`src/rtl/residue_check_seq.sv`:
```
// residue_check_seq: sequential mod-(2^K-1) residue checker for ALU add/mul results.
// Optional saturating error counter enabled by defining RES_ERR_COUNT_EN.
module residue_check_seq #(
    parameter int DATA_W   = 32,
    parameter int MOD_BITS = 5,
    parameter int CNT_W    = 16
) (
    input  logic                clock,
    input  logic                reset,
    input  logic                in_valid,
    output logic                in_ready,
    input  logic                op,
    input  logic [DATA_W-1:0]   op_a,
    input  logic [DATA_W-1:0]   op_b,
    input  logic [DATA_W-1:0]   res_hi,
    input  logic [DATA_W-1:0]   res_lo,
    output logic                out_valid,
    output logic                out_error,
    output logic [MOD_BITS-1:0] res_pred,
    output logic [MOD_BITS-1:0] res_actual,
    output logic [CNT_W-1:0]    err_count
);
    localparam int K  = MOD_BITS;
    localparam int NF = (2*DATA_W + K - 1) / K;
    localparam int CW = $clog2(NF + 1);
    typedef enum logic [1:0] {IDLE, FOLD, CHECK, DONE} state_t;
    state_t state, state_nx;
    logic [CW-1:0]       cnt;
    logic                op_q;
    logic [DATA_W-1:0]   sa, sb;
    logic [2*DATA_W-1:0] sr;
    logic [K-1:0]        acc_a, acc_b, acc_r, pred_q, act_q, ra, rb, pred_c;
    logic [2*K-1:0]      ra_w, rb_w, raw;
    // Add with end-around carry; the result never overflows a second time.
    function automatic logic [K-1:0] eac(input logic [K-1:0] x, input logic [K-1:0] y);
        logic [K:0] s;
        s = {1'b0, x} + {1'b0, y};
        return s[K-1:0] + {{(K-1){1'b0}}, s[K]};
    endfunction
    function automatic logic [K-1:0] canon(input logic [K-1:0] x);
        return (x == {K{1'b1}}) ? '0 : x;
    endfunction
    assign in_ready = (state == IDLE);
    assign ra       = canon(acc_a);
    assign rb       = canon(acc_b);
    assign ra_w     = {{K{1'b0}}, ra};
    assign rb_w     = {{K{1'b0}}, rb};
    assign raw      = op_q ? ra_w * rb_w : ra_w + rb_w;
    assign pred_c   = canon(eac(raw[2*K-1:K], raw[K-1:0]));
    always_ff @(posedge clock) begin
        if (reset) state <= IDLE;
        else       state <= state_nx;
    end
    always_comb begin
        state_nx = state;
        case (state)
            IDLE:    state_nx = in_valid ? FOLD : IDLE;
            FOLD:    state_nx = (cnt == CW'(NF - 1)) ? CHECK : FOLD;
            CHECK:   state_nx = DONE;
            default: state_nx = IDLE;
        endcase
    end
    always_ff @(posedge clock) begin
        if (reset) begin
            cnt        <= '0;
            op_q       <= 1'b0;
            sa         <= '0;
            sb         <= '0;
            sr         <= '0;
            acc_a      <= '0;
            acc_b      <= '0;
            acc_r      <= '0;
            pred_q     <= '0;
            act_q      <= '0;
            out_valid  <= 1'b0;
            out_error  <= 1'b0;
            res_pred   <= '0;
            res_actual <= '0;
        end else begin
            out_valid <= 1'b0;
            case (state)
                IDLE: if (in_valid) begin
                    op_q  <= op;
                    sa    <= op_a;
                    sb    <= op_b;
                    sr    <= {res_hi, res_lo};
                    acc_a <= '0;
                    acc_b <= '0;
                    acc_r <= '0;
                    cnt   <= '0;
                end
                // Every K-bit chunk has weight 1 mod 2^K-1, so plain summation suffices.
                FOLD: begin
                    sa    <= sa >> K;
                    sb    <= sb >> K;
                    sr    <= sr >> K;
                    acc_a <= eac(acc_a, sa[K-1:0]);
                    acc_b <= eac(acc_b, sb[K-1:0]);
                    acc_r <= eac(acc_r, sr[K-1:0]);
                    cnt   <= cnt + CW'(1);
                end
                CHECK: begin
                    pred_q <= pred_c;
                    act_q  <= canon(acc_r);
                end
                default: begin
                    out_valid  <= 1'b1;
                    out_error  <= (pred_q != act_q);
                    res_pred   <= pred_q;
                    res_actual <= act_q;
                end
            endcase
        end
    end
`ifdef RES_ERR_COUNT_EN
    logic [CNT_W-1:0] err_cnt;
    always_ff @(posedge clock) begin
        if (reset)
            err_cnt <= '0;
        else if (state == DONE && pred_q != act_q && err_cnt != {CNT_W{1'b1}})
            err_cnt <= err_cnt + CNT_W'(1);
    end
    assign err_count = err_cnt;
`else
    assign err_count = '0;
`endif
endmodule

```
`config.mk`:
```
export PLATFORM = sky130hd
export DESIGN_NAME = residue_check_seq
export DESIGN_NICKNAME = d
export VERILOG_FILES = /design/src/rtl/residue_check_seq.sv
export SDC_FILE = /design/constraint.sdc
export NUM_CORES = 1
export LEC_CHECK = 0
export ABC_AREA = 1
export CORE_UTILIZATION = 35
export CTS_CLUSTER_SIZE = 40
export DETAILED_ROUTE_END_ITERATION = 8
export PLACE_DENSITY = 0.68
export SYNTH_ARGS = -nofsm -noshare
export SYNTH_HDL_FRONTEND = slang
export SYNTH_SLANG_ARGS = --single-unit
```
`constraint.sdc`:
```
create_clock -name clock -period 5.4 [get_ports clock]
set_clock_uncertainty 0.2 [all_clocks]
set_input_delay 0.54 -clock clock [delete_from_list [all_inputs] [get_ports clock]]
set_output_delay 0.54 -clock clock [all_outputs]
set_load 0.01 [all_outputs]
```
== Word level (Yosys, flattened, before mapping) ==
Cells that the tools add are included.
Word-level totals
  register bits: 172
  bits in writable memories: 0
  latch bits: 0
  output and inout port bits: 29
  memory bits (read-only): 0
  memories: 0
  logic and storage cells: 61
Cells by class
  add/sub/neg operators: 10
  equal/unequal tests: 9
  div/mod/pow operators: 0
  $lt $le $gt $ge: 0
  multiplexer cells: 21
  $mul: 1
  reductions and logical operators: 5
  bitwise logic cells: 0
  shift operators: 0
Operator list (number)
  32-bit one-hot mux with 2 select lines: 2
  64-bit one-hot mux with 2 select lines: 1
  32-bit 2-to-1 mux: 2
  64-bit 2-to-1 mux: 1
  5-bit by 5-bit adder with 6-bit output: 5
  5-bit one-hot mux with 2 select lines: 3
  5-bit 2-to-1 mux: 5
  5-bit by 1-bit adder with 5-bit output: 4
  5-bit == test, second input constant: 4
  5-bit by 5-bit multiplier with 10-bit output: 1
  10-bit 2-to-1 mux: 1
  4-bit one-hot mux with 2 select lines: 1
  2-bit one-hot mux with 3 select lines: 1
  5-bit != test: 1
  4-bit by 1-bit adder with 4-bit output, second input constant: 1
  4-bit == test, second input constant: 1
  4-bit 2-to-1 mux: 1
  2-bit AND reduction: 2
  3-bit OR reduction: 1
  2-bit by 1-bit == test with 1-bit output, second input constant: 1
  2-bit == test, second input constant: 1
  2-bit zero test: 1
  1-bit 2-to-1 mux: 2
  2-bit 2-to-1 mux: 1
  other kinds (2): 2

== Logic depth before layout (Yosys ltp) ==
Gate-level depths: netlist (run 1).
  depth after elaboration: 8
  depth in mapped cells: 34

== Worst setup path after synthesis (run 1) ==
No wires, ideal clock.
  kind: reg2reg
  from: register acc_b[1]
  to: register pred_q[2]
  buffers on the path: 0
  path slack: -0.388 ns
  required time: 5.068 ns
  setup time: 0.132 ns
  period minus slack after synthesis: 5.788 ns
  arrival: 5.455 ns
  stages on the path, launching flop included: 33
  cells stage by stage: dfxtp_1 > inv_1 > nor4_1 > inv_1 > nor2_1 > nor2_1 > ha_1 > inv_1 > fa_1 > fa_1 > fa_1 > inv_1 > ha_1 > a21oi_1 > nand2_1 > nand2_1 > nand2_1 > a21oi_1 > o21ai_0 > a21oi_1 > ha_1 > nand3_1 > nand3_1 > a21oi_1 > o21bai_1 > ha_1 > ha_1 > nand3_1 > nand4_1 > a21oi_1 > nand2_1 > nand2_1 > a21oi_1
Between the ends
  longest elaborated chain between the ends: 8
RTL lines
  start, declared: RTL line 32  | logic [K-1:0] acc_a, acc_b, acc_r, pred_q, act_q, ra, rb, pred_c;
  start signal, assigned: RTL line 98  | acc_b <= eac(acc_b, sb[K-1:0]);
  5-bit == test: RTL line 41  | return (x == {K{1'b1}}) ? '0 : x;
  5-bit 2-to-1 mux (*): RTL line 41
  5-bit by 5-bit multiplier with 10-bit output / 5-bit by 5-bit adder with 6-bit output (equally long branches): RTL line 48  | assign raw = op_q ? ra_w * rb_w : ra_w + rb_w;
  10-bit 2-to-1 mux (*): RTL line 48
  5-bit by 5-bit adder with 6-bit output (*): RTL line 37  | s = {1'b0, x} + {1'b0, y};
  5-bit by 1-bit adder with 5-bit output (*): RTL line 38  | return s[K-1:0] + {{(K-1){1'b0}}, s[K]};
  5-bit == test: RTL line 41
  5-bit 2-to-1 mux (*): RTL line 41
  end signal, assigned: RTL line 103  | pred_q <= pred_c;
  end, declared: RTL line 32
Every way passes the cells marked *; elsewhere a longest branch is shown, timed or not.
A chain may end at the register's enable or synchronous reset.

== Worst setup path in the final report (run 1) ==
  from: register acc_b[0]
  to: register pred_q[2]
Same word-level chain as after synthesis.

==> results.md, run 1 <==
* Max rail drop VDD at 213.5 uV
* Status: finished with violations
* Clk sink count at ~170
* EDFF count, synth at 0
* Switch share at just over 30%
* Layout Nets at between 1k and 1.5k
* Number of routed nets with antenna violations at 0
* Port-buffer cells at 144
* CP arrival at 5.70 ns
* Initial Util at approximately 36%
* Relative slew slack at approximately 42%
* Register bit total from synthesis at roughly 170
* Sequential power share at 43.9%
* Clock transition at path regs at 0.08 ns
* Clock power frac at approximately two fifths
* Initial antenna violation count at 0
* Sequential share of the synthesized area at between 30 and 40%
* WP data required at around 5.5 ns
* Routed via count at between 7k and 8k
* Startpoint types: register
* Die area at between 20000 and 30000 um^2
* DIE WIDTH at about 160 um
* Antenna cells at 0
* Worst min-delay path category: reg2reg
* Power per cell area at between 200 and 300 nW/um^2
* # DRC at 0
* Fmax at 178.0 MHz
* Distinct cells, synth at 31
* Post-synth ARST share at 0%
* Wire per inst at between 10 and 15 um
* YS warnings at 0
* First-pass GRT wire length at between 30000 and 40000 um
* Pint at between 2000 and 2500 uW
* Worst slack, placed at -0.3111 ns
* Peak fanout along the critical path at 4
* Worst slew pin tran at between 0.8 and 0.9 ns
* Worst hold stages at 2
* Vias in the first global route at roughly 7.8k
* Pre-antenna DRT Iters at 5
* Multi-input logic area at around 4600 um^2
* Seq. cell area at 3448 um^2
* Die height at approximately 160 um
* R2r setup slk at -0.22 ns
* Post-synth top flop: dfxtp_1
* Slowest stage cell on the critical path: fa_1
* # IOs at between 150 and 200
* Core area at 24530 um^2
* Syn-to-layout area delta at 30.20%
* Fillers at 2413
* Final WL at approximately 23000 um
* Fin. max-slew vios at 0
* # hold bufs at CTS at 0
* Finished Core Util at 46.94%
* Clock tree buffer depth at 2
* Mapped Cells at approximately 1.1k
* Latest clock arrival within the worst-skew pair at 0.44 ns
* Avg Vias per Cell at just under 5
* Final Hold Fails at 0
* Failing checks: negative setup slack
* Crit Path Class: reg2reg
* Commonest non-fill, non-tap cells in the layout: 187 x nand2_1, 170 x inv_1, 168 x dfxtp_1, 167 x a21oi_1, 143 x clkdlybuf4s50_1
* Initial DRC count at 439
* Final HPWL DP at 15530 um
* Worst Setup Slack, final at -0.2178 ns
* Placed Area at 10660 um^2
* RePlAce Congestion at about 0.87
* Final period utilization at 104.0%
* Syn avg cell area at just under 8 um^2
* Largest net degree at the start of global routing at 96
* Ratio of cells with drive above 1 in the final layout at approximately a tenth
* Max-Cap Viols at 0
* Crit path largest cell delay at about 0.53 ns
* Cell Area, Synth at between 8000 and 9000 um^2
* Leading cell type in the layout, fill and taps excluded: nand2_1
* Gr usage total at 17.80%
* CTS root buf: clkbuf_16
* Std cell rows at between 50 and 60
* Comb power frac at ~16%
* Overflow after GRT at 0
* Worst reg2reg path depth at 31
* Final setup fails at 5
* Psw at 1005 uW
* Leak pwr at about 0.0047 uW
* Tmin final at 5.618 ns
* CP Capture Type: register
* Num CTS Buffers at 17
* CTS HTree Levels at 4
* CTS tree: built
* RSZ-0062 raised after global routing: true
* Non-Filler Cell Area, Final at ~12000 um^2
## synth_stat cells, drive strengths merged (4+ instances only)
library cell | instances | share of area (%)
nand2 | 194 | 8.3
ha | 54 | 7.6
nor3 | 4 | 0.23
o221ai | 91 | 9.0
buf | 52 | 3.6
nand3 | 34 | 1.9
o21bai | 4 | 0.34
dfxtp | 172 | 39
nand3b | 4 | 0.34
fa | 14 | 3.2
a31oi | 10 | 0.71
a211oi | 6 | 0.51
a21oi | 174 | 9.8
nand4 | 6 | 0.42
inv | 178 | 7.6
a22oi | 12 | 1.0
o21ai | 26 | 1.5
xor2 | 6 | 0.59
nor2 | 55 | 2.4
clkbuf | 29 | 1.2
## kinds of logic after synthesis
| group | Yosys count | share of synthesized area, % |
|---|---|---|
| other cells | 1 | 0.04240 |
| fa+ha+maj | 68 | 10.81 |
| compound gates | 326 | 23.16 |
| xor+xnor | 9 | 0.8913 |
| simple gates | 300 | 13.81 |
| buf+inv | 259 | 12.36 |
| flops | 172 | 38.93 |
## metrics by stage
stage	power, uW	cells	hold slack, ns	setup TNS (ns)
2_1_floorplan	1769	1150	0.2241	0
3_3_place_gp	1947	1572	0.2326	-0.4828
3_5_place_dp	1958	1572	0.2382	-1.358
4_1_cts	3285	1611	0.2508	-0.2447
5_1_grt	3422	1615	0.2635	-2.731
6_report	3261	1615	0.2494	-0.9324
## worst max-delay path: cells and delay by family (launching register included)
kind                     cells  cell delay [ns]
AO/OA/AOI/OAI                8             0.98
AND/OR/NAND/NOR             11             1.16
buffers and inverters        4             0.24
flip-flops                   1             0.34
adder cells (fa/ha/maj)      8             2.53
## power groups by stage
stage / Clock (uW) / Sequential (uW) / Combinational [uW]
2_1_floorplan: 0 / 1440 / 329
3_3_place_gp: 0 / 1460 / 491
3_5_place_dp: 0 / 1460 / 499
4_1_cts: 1350 / 1430 / 510
5_1_grt: 1400 / 1440 / 575
6_report: 1320 / 1430 / 513
## cell type report
class	instances	area share, %
timing repair buffer	190	15.58
multi-input combinational	719	39.60
clock buffer	17	3.694
sequential	172	29.94
tap	324	3.520
clock inverter	15	1.836
inverter	178	5.824
## worst paths after layout
path / startpoint / endpoint
worst max register to register: acc_b[0]$_SDFFE_PP0P_ / pred_q[2]$_SDFFE_PP0P_
worst min-delay path: sa[20]$_SDFFE_PP0P_ / sa[20]$_SDFFE_PP0P_
worst max-delay path: acc_b[0]$_SDFFE_PP0P_ / pred_q[2]$_SDFFE_PP0P_
worst min register to register: sa[20]$_SDFFE_PP0P_ / sa[20]$_SDFFE_PP0P_
## routing by layer
metal | vias to the layer above | share of wire [%] | track usage, %
li1 | 4114 | - | -
met1 | 3670 | 45 | 22.07
met2 | 191 | 47 | 29.60
met3 | 22 | 6.6 | 5.604
met4 | 0 | 1.2 | 4.846
met5 | - | 0 | 0
## flip-flops by register name, summed over array words and instances (netlist names)
| name | cells |
|---|---|
| op_q | 1 |
| act_q | 5 |
| res_pred | 5 |
| pred_q | 5 |
| sa | 32 |
| state | 2 |
| sb | 32 |
| acc_a | 5 |
| cnt | 4 |
| out_valid | 1 |
| sr | 64 |
| acc_b | 5 |
| out_error | 1 |
| res_actual | 5 |
| acc_r | 5 |
## timing repair
item | in CTS | in global routing
resized for setup | 15 | 15
endpoints found under the setup margin | 5 | 5
buffers inserted | 7 | 4
pin swaps | 19 | 21
(Power assumes the default switching activity.)
==> inputs of run 2 (changes only) <==
--- a/config.mk
+++ b/config.mk
@@ -6,10 +6,10 @@
 export NUM_CORES = 1
 export LEC_CHECK = 0
 export ABC_AREA = 1
-export CORE_UTILIZATION = 35
+export CORE_UTILIZATION = 48
 export CTS_CLUSTER_SIZE = 40
 export DETAILED_ROUTE_END_ITERATION = 8
-export PLACE_DENSITY = 0.68
+export PLACE_DENSITY = 0.86
 export SYNTH_ARGS = -nofsm -noshare
 export SYNTH_HDL_FRONTEND = slang
 export SYNTH_SLANG_ARGS = --single-unit
==> run 2 against run 1 <==
Against the previous run:
- the flow still finishes with violations (negative setup slack)
- power decreased by 1.9%
- routed wire length is 1.9% lower
- count of clock-buffer cells in the layout is 2 higher
- sequential share of layout area grew 0.46 points
- highest routed layer unchanged
==> results.md, run 2 (synthesis gave the netlist of run 1 again) <==
* Worst min-delay path category: reg2reg
* Max rail drop VDD at approximately 260 uV
* Overflow after GRT at 0
* # hold bufs at CTS at 0
* Latest clock arrival within the worst-skew pair at roughly 0.44 ns
* Clk sink count at between 150 and 200
* Clock transition at path regs at about 0.07 ns
* Largest net degree at the start of global routing at 101
* Num CTS Buffers at 17
* Initial DRC count at 601
* # DRC at 0
* Largest Register: sr
* First-pass GRT wire length at 36310 um
* Die area at approximately 19000 um^2
* CP arrival at around 5.7 ns
* Port-buffer cells at ~140
* Leak pwr at approximately 0.0047 uW
* Status: finished with violations
* Layout Nets at approximately 1.5k
* Initial Util at around half
* Max-Cap Viols at 0
* Routed via count at between 8k and 9k
* CTS HTree Levels at 4
* Number of routed nets with antenna violations at 0
* Pre-antenna DRT Iters at 5
* Max reg flops at between 60 and 70
* RePlAce Congestion at 0.9273
* CTS root buf: clkbuf_16
* Leading cell type in the layout, fill and taps excluded: nand2_1
* CP Capture Type: register
* Failing checks: negative setup slack
* Gr usage total at about 24%
* Final HPWL DP at 15060 um
* Antenna cells at 0
* Peak fanout along the critical path at 4
* # IOs at 161
* Final Hold Fails at 0
* Wire per inst at ~15 um
* Crit path largest cell delay at around 0.5 ns
* Ratio of cells with drive above 1 in the final layout at under 10%
* Core area at 18020 um^2
* Biggest regs: sr: 64 flops, sa: 32 flops, sb: 32 flops
* Commonest non-fill, non-tap cells in the layout: 190 x nand2_1, 169 x inv_1, 169 x dfxtp_1, 168 x a21oi_1, 143 x clkdlybuf4s50_1
* Final setup fails at 5
* Die height at about 140 um
* Final WL at 22520 um
* Avg Vias per Cell at ~5.5
* WP data required at 5.48 ns
* Syn-to-layout area delta at 28.17%
* Worst slew pin tran at slightly above 1 ns
* Worst Setup Slack, final at -0.2234 ns
* Startpoint types: register
* Relative slew slack at a little under a third
* RSZ-0062 raised after global routing: true
* Initial antenna violation count at 0
* Fmax at ~180 MHz
* Std cell rows at 49
* Slowest stage cell on the critical path: fa_1
* Fin. max-slew vios at 0
* Clock tree buffer depth at 2
* Setup tns final at -0.9841 ns
* Family with the most delay on the worst path: adder cells
* Final period utilization at 104.1%
* DIE WIDTH at 137.7 um
* Most frequent CP cell: a21oi_2
* Crit path buf inv count at 4
* CTS tree: built
* Crit Path Class: reg2reg
* Vias in the first global route at ~8k
* Tmin final at 5.623 ns
* Power per cell area at between 200 and 300 nW/um^2
* Finished Core Util at between 60% and 70%
## run 2: timing repair
| action | in CTS | in global routing |
|---|---|---|
| endpoints found under the setup margin | 5 | 5 |
| buffers inserted | 12 | 1 |
| cloned | 0 | 0 |
| pin swaps | 10 | 1 |
| hold endpoints to repair | 0 | 0 |
| gates resized for setup | 18 | 5 |
## run 2: per-layer routing
layer  up-vias  GRT usage (%)  share of wire, %
met1      3937          29.26                43
met5         -              0                 0
met4         0          9.843               2.7
met2       260          40.90                48
li1       4101              -                 -
met3        50          6.255               6.2
## run 2: per-stage QoR
| step | cells | setup slack (ns) | total power [uW] | area (um^2) | hold slack, ns |
|---|---|---|---|---|---|
| floorplan | 1150 | 0.001210 | 1769 | 8954 | 0.2241 |
| global placement | 1476 | -0.1146 | 1936 | 10550 | 0.2328 |
| detailed placement | 1476 | -0.2898 | 1952 | 10550 | 0.2376 |
| CTS | 1520 | -0.06078 | 3211 | 11310 | 0.2477 |
| global route | 1521 | -0.4997 | 3337 | 11340 | 0.2663 |
| finish | 1521 | -0.2234 | 3200 | 11340 | 0.2454 |
## run 2: cell type report
type                            instances  area [um^2]
Clock inverter                         13        157.7
Multi-Input combinational cell        719         4509
Tap cell                              229        286.5
Timing Repair Buffer                  191         1814
Sequential cell                       172         3447
Clock buffer                           19        452.9
Fill cell                            1485         6689
Inverter                              178        668.1
## run 2: final timing paths
check | startpoint | to | slack [ns] | cells past startpoint
worst max-delay path | acc_b[1]$_SDFFE_PP0P_ | pred_q[0]$_SDFFE_PP0P_ | -0.22 | 31
worst min-delay path | sr[50]$_SDFFE_PP0P_ | sr[50]$_SDFFE_PP0P_ | 0.25 | 2
worst max register to register | acc_b[1]$_SDFFE_PP0P_ | pred_q[0]$_SDFFE_PP0P_ | -0.22 | 31
worst min register to register | sr[50]$_SDFFE_PP0P_ | sr[50]$_SDFFE_PP0P_ | 0.25 | 2
## run 2: worst min-delay path, delay by kind of cell (launching register included)
kind | cells | cell delay (ns)
flip-flops | 1 | 0.31
AO/OA/AOI/OAI | 1 | 0.05
buffers and inverters | 1 | 0.05
## run 2: power breakdown
group          internal, uW  switching (uW)
clock network           717             541
logic                   227             281
registers              1370            62.0
